<file path="src/rtl/tridiag_det_loader.sv">
// Stream-to-register-map feeder for the tridiagonal determinant core: loads a frame, runs the core, returns the result.
// Optional poll timeout is enabled by defining TRIDIAG_LOADER_TIMEOUT_EN.
module tridiag_det_loader #(
   parameter int N              = 16,
   parameter int WIDTH          = 16,
   parameter int TIMEOUT_CYCLES = 1024
) (
   input  logic                    clk,
   input  logic                    rst_n,
   input  logic                    in_valid,
   output logic                    in_ready,
   input  logic signed [WIDTH-1:0] in_data,
   input  logic                    in_last,
   output logic                    out_valid,
   input  logic                    out_ready,
   output logic [31:0]             out_det,
   output logic [1:0]              out_err,
   output logic                    busy,
   output logic                    core_we,
   output logic [7:0]              core_addr,
   output logic [15:0]             core_wdata,
   input  logic [31:0]             core_rdata
);

   typedef enum logic [3:0] {
      S_INIT, S_IDLE, S_LOAD, S_FILL, S_START, S_GAP, S_POLL, S_READ, S_ACK, S_OUT
   } state_t;

   localparam logic [5:0] K_LAST = 6'(3*N-3);
   localparam logic [7:0] A_START = 8'h00;
   localparam logic [7:0] A_STAT  = 8'h01;
   localparam logic [7:0] A_ACK   = 8'h02;
   localparam logic [7:0] A_DET   = 8'h40;

   // Beat order is b[0..N-1], a[0..N-2], c[0..N-2].
   function automatic logic [7:0] beat_addr(input logic [5:0] k);
      logic [7:0] kk;
      kk = {2'b00, k};
      if (kk < 8'(N))
         return 8'h20 + kk;
      else if (kk < 8'(2*N-1))
         return 8'h10 + kk - 8'(N);
      else
         return 8'h30 + kk - 8'(2*N-1);
   endfunction

   function automatic logic [15:0] sext16(input logic signed [WIDTH-1:0] d);
      return 16'(d);
   endfunction

   state_t      r_state, w_state_nxt;
   logic [5:0]  r_k;
   logic        r_ferr;
   logic [31:0] r_det;
   logic        r_we;
   logic [7:0]  r_addr;
   logic [15:0] r_wdata;
   logic        w_acc;
   logic        w_to;
   logic        w_timeout;

`ifdef TRIDIAG_LOADER_TIMEOUT_EN
   logic [15:0] r_pcnt;
   logic        r_to;
   assign w_to      = r_to;
   assign w_timeout = (r_pcnt == 16'(TIMEOUT_CYCLES - 1));
`else
   assign w_to      = 1'b0;
   assign w_timeout = 1'b0;
`endif

   assign in_ready   = (r_state == S_IDLE) || (r_state == S_LOAD);
   assign w_acc      = in_valid && in_ready;
   assign out_valid  = (r_state == S_OUT);
   assign busy       = (r_state != S_IDLE);
   assign out_det    = r_det;
   assign out_err    = {w_to, r_ferr};
   assign core_we    = r_we;
   assign core_addr  = r_addr;
   assign core_wdata = r_wdata;

   always_ff @(posedge clk or negedge rst_n) begin
      if (!rst_n) r_state <= S_INIT;
      else        r_state <= w_state_nxt;
   end

   always_comb begin
      w_state_nxt = r_state;
      case (r_state)
         S_INIT:  w_state_nxt = S_IDLE;
         S_IDLE, S_LOAD: begin
            if (w_acc) begin
               if (r_k == K_LAST) w_state_nxt = S_START;
               else if (in_last)  w_state_nxt = S_FILL;
               else               w_state_nxt = S_LOAD;
            end
         end
         S_FILL:  if (r_k == K_LAST) w_state_nxt = S_START;
         S_START: w_state_nxt = S_GAP;
         S_GAP:   w_state_nxt = S_POLL;
         S_POLL: begin
            if (core_rdata[0]) w_state_nxt = S_READ;
            else if (w_timeout) w_state_nxt = S_ACK;
         end
         S_READ:  w_state_nxt = S_ACK;
         S_ACK:   w_state_nxt = S_OUT;
         S_OUT:   if (out_ready) w_state_nxt = S_IDLE;
         default: w_state_nxt = S_INIT;
      endcase
   end

   // Core commands are registered: whatever is decided here reaches the core next cycle.
   always_ff @(posedge clk or negedge rst_n) begin
      if (!rst_n) begin
         r_k     <= '0;
         r_ferr  <= 1'b0;
         r_det   <= '0;
         r_we    <= 1'b0;
         r_addr  <= '0;
         r_wdata <= '0;
`ifdef TRIDIAG_LOADER_TIMEOUT_EN
         r_pcnt  <= '0;
         r_to    <= 1'b0;
`endif
      end else begin
         r_we <= 1'b0;
         case (r_state)
            S_INIT, S_ACK: begin
               r_we    <= 1'b1;
               r_addr  <= A_ACK;
               r_wdata <= 16'd1;
            end
            S_IDLE, S_LOAD: begin
               if (w_acc) begin
                  r_we    <= 1'b1;
                  r_addr  <= beat_addr(r_k);
                  r_wdata <= sext16(in_data);
                  if (r_k == K_LAST) begin
                     if (!in_last) r_ferr <= 1'b1;
                  end else begin
                     r_k <= r_k + 6'd1;
                     if (in_last) r_ferr <= 1'b1;
                  end
               end
            end
            S_FILL: begin
               r_we    <= 1'b1;
               r_addr  <= beat_addr(r_k);
               r_wdata <= '0;
               if (r_k != K_LAST) r_k <= r_k + 6'd1;
            end
            S_START: begin
               r_we    <= 1'b1;
               r_addr  <= A_START;
               r_wdata <= 16'd1;
            end
            S_GAP: begin
               r_addr <= A_STAT;
`ifdef TRIDIAG_LOADER_TIMEOUT_EN
               r_pcnt <= '0;
`endif
            end
            S_POLL: begin
               if (core_rdata[0]) begin
                  r_addr <= A_DET;
               end else begin
`ifdef TRIDIAG_LOADER_TIMEOUT_EN
                  if (w_timeout) begin
                     r_det <= '0;
                     r_to  <= 1'b1;
                  end else begin
                     r_pcnt <= r_pcnt + 16'd1;
                  end
`endif
               end
            end
            S_READ: r_det <= core_rdata;
            S_OUT: begin
               if (out_ready) begin
                  r_k    <= '0;
                  r_ferr <= 1'b0;
`ifdef TRIDIAG_LOADER_TIMEOUT_EN
                  r_to   <= 1'b0;
`endif
               end
            end
            default: ;
         endcase
      end
   end

endmodule

</file>
<file path="config.mk">
export PLATFORM = sky130hd
export DESIGN_NAME = tridiag_det_loader
export DESIGN_NICKNAME = d
export VERILOG_FILES = /design/src/rtl/tridiag_det_loader.sv
export SDC_FILE = /design/constraint.sdc
export NUM_CORES = 1
export LEC_CHECK = 0
export CAP_MARGIN = 20
export CORE_ASPECT_RATIO = 0.8
export CORE_UTILIZATION = 44
export CTS_CLUSTER_DIAMETER = 30
export DETAILED_ROUTE_END_ITERATION = 8
export PLACE_DENSITY = 0.83
export SYNTH_ARGS = -nofsm -noshare
export SYNTH_HDL_FRONTEND = slang
export SYNTH_SLANG_ARGS = --single-unit
export TNS_END_PERCENT = 100
</file>
<file path="constraint.sdc">
create_clock -name clk -period 2.4 [get_ports clk]
set_clock_uncertainty 0.05 [all_clocks]
set_input_delay 0.36 -clock clk [delete_from_list [all_inputs] [get_ports clk]]
set_output_delay 0.36 -clock clk [all_outputs]
set_load 0.02 [all_outputs]
</file>
==> flow_summary.toml, run 1 <==
[global_routing]
grt_pass1_wl_mm = 11.75
grt_max_degree = 41
overflow = 0
grt_usage = 0.2129
grt_pass1_vias = 2451
antenna_found_initial = 0

[power]
p_sw_frac = 0.3921
p_seq_frac = 0.324
power_density_mw_per_mm2 = 1370
p_sw_mw = 2.374
cellInternalPower_mw = 3.680
power.share.combinational = 0.514
leakagePower_nw = 1.922
pwr-share-clk = 0.161
irDropWorstVdd_mv = 0.6666

[clock_network]
htree_levels = 3
path_clk_slew_ps = 70
clock-sinks = 67
clk_latency_ps = 340
numCtsBuffers = 9
root_buffer = "clkbuf_8"
cts_buffer_depth = 2
cts_setup_buffers = 0
cts_tree = "built"

[floorplan]
die_y_um = 76.17
num_rows = 26
fp.coreArea_mm2 = 0.006506
start_util = 0.4650
ios = 115
die_w_um = 94.71
die_area_mm2 = 0.007214

[synthesis]
ys_ff_latch = 67
synth_top_cell_by_area = "dfrtp_1"
synth.area.top_cells = "dfrtp_1, mux2_2, a22o_1, buf_2, nand2_1"
synth_edf_count = 0
ys.warnings.count = 0
syn_area_per_cell_um2 = 11.86
yosysSeqAreaShare = 0.5542
syn_area_mm2 = 0.003025
synth_top_cell_area_share = 0.5542
yosysUniqueCellTypes = 48
ys_dominant_reg_cell = "dfrtp_1"
async_flop_share = 1.000
synthCells = 255

[timing]
period_share = 0.9473
tns_ps = 0
slew_violations = 0
fmax_ghz = 0.4398
worst_pin_slew_ps = 655.1
setup_ws_ps = 126.4
rsz0062_at_grt = "false"
setup_violations = 0
max_slew_margin = 0.5633
hold_viol = 0
min_period_ps = 2274

[setup_path]
critPathMaxFanout = 14
slowest_stage = "clkdlybuf4s50_1"
path_cells = "nand3b_1 > nor2_1 > clkdlybuf4s50_1"
critPathLaunchType = "flip-flop"
path_depth = 3
crit_buf_inv = 1
path_class = "reg -> out"
end_kind = "output pin"
worst_ep_arrival_time_ps = 1860
cp_top_family = "buffers and inverters"
cpPeakStageDelay_ps = 630
crit_required_ps = 1990
reg2reg_depth = 6

[placement]
gp_congestion = 0.8955
place_area_mm2 = 0.004190
place_ws_ps = 243.6
dpl.hpwl_mm = 5.291
dp.cells = 438
port_buffers = 112

[route]
wl_met1_mm = 2.932
wl_mm = 7.248
dr.pass1.iters = 5
vias_per_cell = 5.448
antenna_left = 0
drc = 0
drtIter0Drc = 155
top_layer = "met4"
num_vias = 2479
detail_route.wl_per_cell_um = 15.93
wl_met2_mm = 3.465
route.met3.wl_um = 694

[layout]
antenna_cells = 0
fin_area_mm2 = 0.004418
fin_cells = 455
nets = 421
layout-drive-gt1-share = 0.1698
syn2layout_area_growth_pct = 46.03

[status]
run_status = "completed"

[worst_hold_path]
hp-class = "reg -> reg"
hold_depth = 2

[flow_run]
max_cap_viol_count = 0
## per-layer routing
metal / GRT usage / vias to the layer above
met5: 0 / -
li1: - / 1130
met1: 0.2584 / 1199
met2: 0.3403 / 136
met4: 0.08485 / 0
met3: 0.07984 / 14
## cells in the final DEF (no fill, tap or decap), types with 3 or more instances in the layout
cell / netlist / layout
clkdlybuf4s50_1: 0 / 110
dfrtp_1: 67 / 65
mux2_2: 34 / 34
nand2_1: 15 / 15
a22o_1: 15 / 15
nor2_1: 12 / 12
a21oi_1: 11 / 11
clkbuf_8: 0 / 11
inv_1: 10 / 10
nand3_1: 6 / 6
o21ai_0: 6 / 6
a21o_1: 6 / 6
a211oi_1: 4 / 4
buf_4: 4 / 4
xnor2_1: 3 / 3
and3_1: 3 / 3
o21ai_1: 3 / 3
nor3_1: 3 / 3
or3_1: 3 / 3
clkinvlp_4: 0 / 3
## tightest hold or removal path, cell delays in order, from the launching register on
cell and delay (ps):
dfrtp_1 350, nand2_1 40, o21ai_0 60
## logic make-up after synthesis
logic type               after synthesis  synth area share
other                                  1          0.001240
AO/OA/AOI/OAI                         64            0.1551
flip-flops                            67            0.5542
multiplexers                          36            0.1332
adder cells (fa/ha/maj)                3           0.01158
XOR/XNOR                               4           0.01158
buffers and inverters                 29           0.04880
AND/OR/NAND/NOR                       51           0.08437
## what timing repair did
item	in CTS	in global routing
resized for setup	0	3
hold buffers	1	0
hold endpoints to repair	13	0
endpoints found under the setup margin	0	3
## sequential cells by signal, summed over array words and instances (netlist names)
name	cells
core_addr	7
core_wdata	16
core_we	1
out_det	32
r_ferr	1
r_k	6
r_state	4
## Yosys cell counts (3+ instances only)
cell type	count
a21oi_1	11
nand3_1	6
inv_1	10
buf_4	4
buf_2	12
nand2_1	15
and3_1	3
a22o_1	15
a21o_1	6
xnor2_1	3
nor2_1	12
or3_1	3
a211oi_1	4
dfrtp_1	67
o21ai_1	3
mux2_2	34
nor3_1	3
o21ai_0	6
## stage by stage
step | power (mW) | hold slack, ps | utilization
6_report | 6.054 | 433.8 | 0.6790
5_1_grt | 6.396 | 464.0 | 0.6790
4_1_cts | 6.098 | 440.5 | 0.6783
3_5_place_dp | 5.098 | 372.8 | 0.6440
3_3_place_gp | 5.002 | 364.8 | 0.6440
2_1_floorplan | 3.813 | 14.41 | -
## power by group through the flow
stage	clock (mW)	sequential, mW	combinational, mW
2_1_floorplan	0	2.39	1.43
3_3_place_gp	0	1.95	3.06
3_5_place_dp	0	1.98	3.12
4_1_cts	1.01	1.96	3.13
5_1_grt	1.04	2.03	3.33
6_report	0.977	1.96	3.11
## path summary, 6_finish.rpt
check,from,endpoint,slack (ps)
max in group asynchronous,rst_n,r_state[1],1110
worst max register to register,r_k[0],r_state[2],400
worst max-delay path,r_state[1],out_valid,130
worst min register to register,core_wdata[0],core_wdata[0],430
worst min-delay path,core_wdata[0],core_wdata[0],430
min in group asynchronous,rst_n,out_det[2],530
## final cells by class
class,count,area [um^2]
Clock buffer,11,151.4
Clock inverter,5,61.31
Fill cell,506,2088
Multi-Input combinational cell,160,1205
Inverter,10,37.54
Tap cell,84,105.1
Sequential cell,67,1679
Timing Repair Buffer,118,1179
Power figures use the tool's default switching activity.
==> inputs of run 2 (changes only) <==
--- a/config.mk
+++ b/config.mk
@@ -5,7 +5,7 @@
 export SDC_FILE = /design/constraint.sdc
 export NUM_CORES = 1
 export LEC_CHECK = 0
-export CAP_MARGIN = 20
+export CAP_MARGIN = 0
 export CORE_ASPECT_RATIO = 0.8
 export CORE_UTILIZATION = 44
 export CTS_CLUSTER_DIAMETER = 30
==> results of run 2 <==
Same layout as run 1: the final DEF is identical, and so are final timing and power.
==> inputs of run 3 (changes only) <==
--- a/config.mk
+++ b/config.mk
@@ -7,10 +7,10 @@
 export LEC_CHECK = 0
 export CAP_MARGIN = 0
 export CORE_ASPECT_RATIO = 0.8
-export CORE_UTILIZATION = 44
+export CORE_UTILIZATION = 37
 export CTS_CLUSTER_DIAMETER = 30
 export DETAILED_ROUTE_END_ITERATION = 8
-export PLACE_DENSITY = 0.83
+export PLACE_DENSITY = 0.72
 export SYNTH_ARGS = -nofsm -noshare
 export SYNTH_HDL_FRONTEND = slang
 export SYNTH_SLANG_ARGS = --single-unit
==> run 3 against run 2 <==
Net effect: clock-buffer cell count unchanged; first-iteration DRC count decreased by 23%; clock power increased by 12%; global-route usage decreased by 2.8 points; wire length increased by 0.59%; critical path depth increased by 1; final cell count increased by 5.3%; die area increased by 18%; via count decreased by 2.8%; cell area increased by 1.2%; sequential share of layout area decreased by 0.46 points; non-clock buffer count unchanged; critical endpoint is now busy; highest routed layer unchanged.
==> flow_summary.toml, run 3 (synthesis results as in run 1) <==
[status]
run_status = "completed"

[timing]
fmax_ghz = 0.4485
setup_violations = 0
slew_violations = 0
min_period_ps = 2230
period_share = 0.9290
worst_pin_slew_ps = 627.6
tns_ps = 0
rsz0062_at_grt = "false"
max_slew_margin = 0.5750
setup_ws_ps = 170.5
hold_viol = 0

[floorplan]
die_w_um = 103.1
ios = 115
fp.coreArea_mm2 = 0.007910
die_y_um = 82.88
num_rows = 29
die_area_mm2 = 0.008545
start_util = 0.3825

[route]
detail_route.wl_per_cell_um = 15.22
dr.pass1.iters = 4
drc = 0
vias_per_cell = 5.029
wl_mm = 7.291
drtIter0Drc = 120
antenna_left = 0
num_vias = 2409

[clock_network]
numCtsBuffers = 9
cts_tree = "built"
cts_buffer_depth = 2
root_buffer = "clkbuf_8"
path_clk_slew_ps = 80
clock-sinks = 67
htree_levels = 3
clk_latency_ps = 350

[global_routing]
grt_pass1_vias = 2458
grt_usage = 0.1852
overflow = 0
antenna_found_initial = 0
grt_max_degree = 45
grt_pass1_wl_mm = 12.05

[worst_hold_path]
hp-class = "reg -> reg"

[placement]
dpl.hpwl_mm = 5.252
place_ws_ps = 252.2
port_buffers = 112
gp_congestion = 0.8605

[layout]
nets = 421
multi_input_area_mm2 = 0.001207
largest_reg_flops = 32
n_fill_cell = 687
antenna_cells = 0
syn2layout_area_growth_pct = 47.81
layout-drive-gt1-share = 0.1725
final_common_cell = "clkdlybuf4s50_1"
layout_common_cells = "clkdlybuf4s50_1, dfrtp_1, mux2_2"
seq_area_mm2 = 0.001679

[setup_path]
end_kind = "output pin"
path_class = "reg -> out"
crit_required_ps = 1990
critPathMaxFanout = 14
worst_ep_arrival_time_ps = 1820
path_cells = "inv_1 > nor2_2 > nand2_1 > clkdlybuf4s50_1"
slowest_stage = "clkdlybuf4s50_1"
r2r_setup_slack_ps = 430
critPathLaunchType = "flip-flop"
cpPeakStageDelay_ps = 550

[power]
finalPower_mw = 6.176
power_density_mw_per_mm2 = 1381
leakagePower_nw = 1.942
irDropWorstVdd_mv = 0.6826

[flow_run]
max_cap_viol_count = 0
## run 3: cell count changes in the layout (fill, tap and decap cells not counted), sizes merged
cell           delta
clkinv            -1
inv               +1
dlygate4sd2       +1
bufinv            +1
clkdlybuf4s50     -1
clkinvlp          -1
## run 3: metrics by stage
step           cell area (um^2)  utilization  cells  hold slack, ps
3_3_place_gp               4220       0.5335    462           328.6
4_1_cts                    4466       0.5645    479           442.9
5_1_grt                    4472       0.5653    479           468.5
3_5_place_dp               4220       0.5335    462           329.2
6_report                   4472       0.5653    479           435.3
2_1_floorplan              3029            -    256           14.41
## run 3: timing repair
action,in CTS,in global routing
buffers inserted,0,0
hold buffers,1,0
hold endpoints to repair,23,0
setup endpoints to repair,2,2
resized for setup,2,3
cloned,0,0
## run 3: area by class of cell
type | count | area share
multi-input cells | 160 | 0.2700
clock inverters | 5 | 0.01875
repair buffers | 118 | 0.2633
well taps | 108 | 0.03022
flip-flops and latches | 67 | 0.3755
clock buffers | 11 | 0.03386
inverters | 10 | 0.008394
## run 3: critical path, delay by kind of cell (launching register included)
kind / cells / cell delay (ps)
and+or+nand+nor: 2 / 290
buffers and inverters: 2 / 680
DFF: 1 / 510
## run 3: worst paths after layout
check / from / to / cells past startpoint
hold reg to reg: core_addr[3] / core_addr[3] / 1
setup / recovery: r_state[0] / busy / 4
max in group asynchronous: rst_n / r_state[1] / 3
hold / removal: core_addr[3] / core_addr[3] / 1
min in group asynchronous: rst_n / out_det[1] / 2
setup reg to reg: r_k[0] / r_k[5] / 6
## run 3: where the power goes
part | internal (mW) | switching [mW] | total [mW]
logic | 1.52 | 1.58 | 3.11
registers | 1.62 | 0.356 | 1.98
clock network | 0.645 | 0.448 | 1.09
## run 3: metal layers
| metal | vias up | share of wire | GRT usage | wire [um] |
|---|---|---|---|---|
| li1 | 1132 | - | - | - |
| met1 | 1164 | 0.43 | 0.2398 | 3168 |
| met2 | 103 | 0.47 | 0.2830 | 3410 |
| met3 | 10 | 0.087 | 0.07576 | 631 |
| met4 | 0 | 0.011 | 0.05506 | 80 |
| met5 | - | 0 | 0 | 0 |
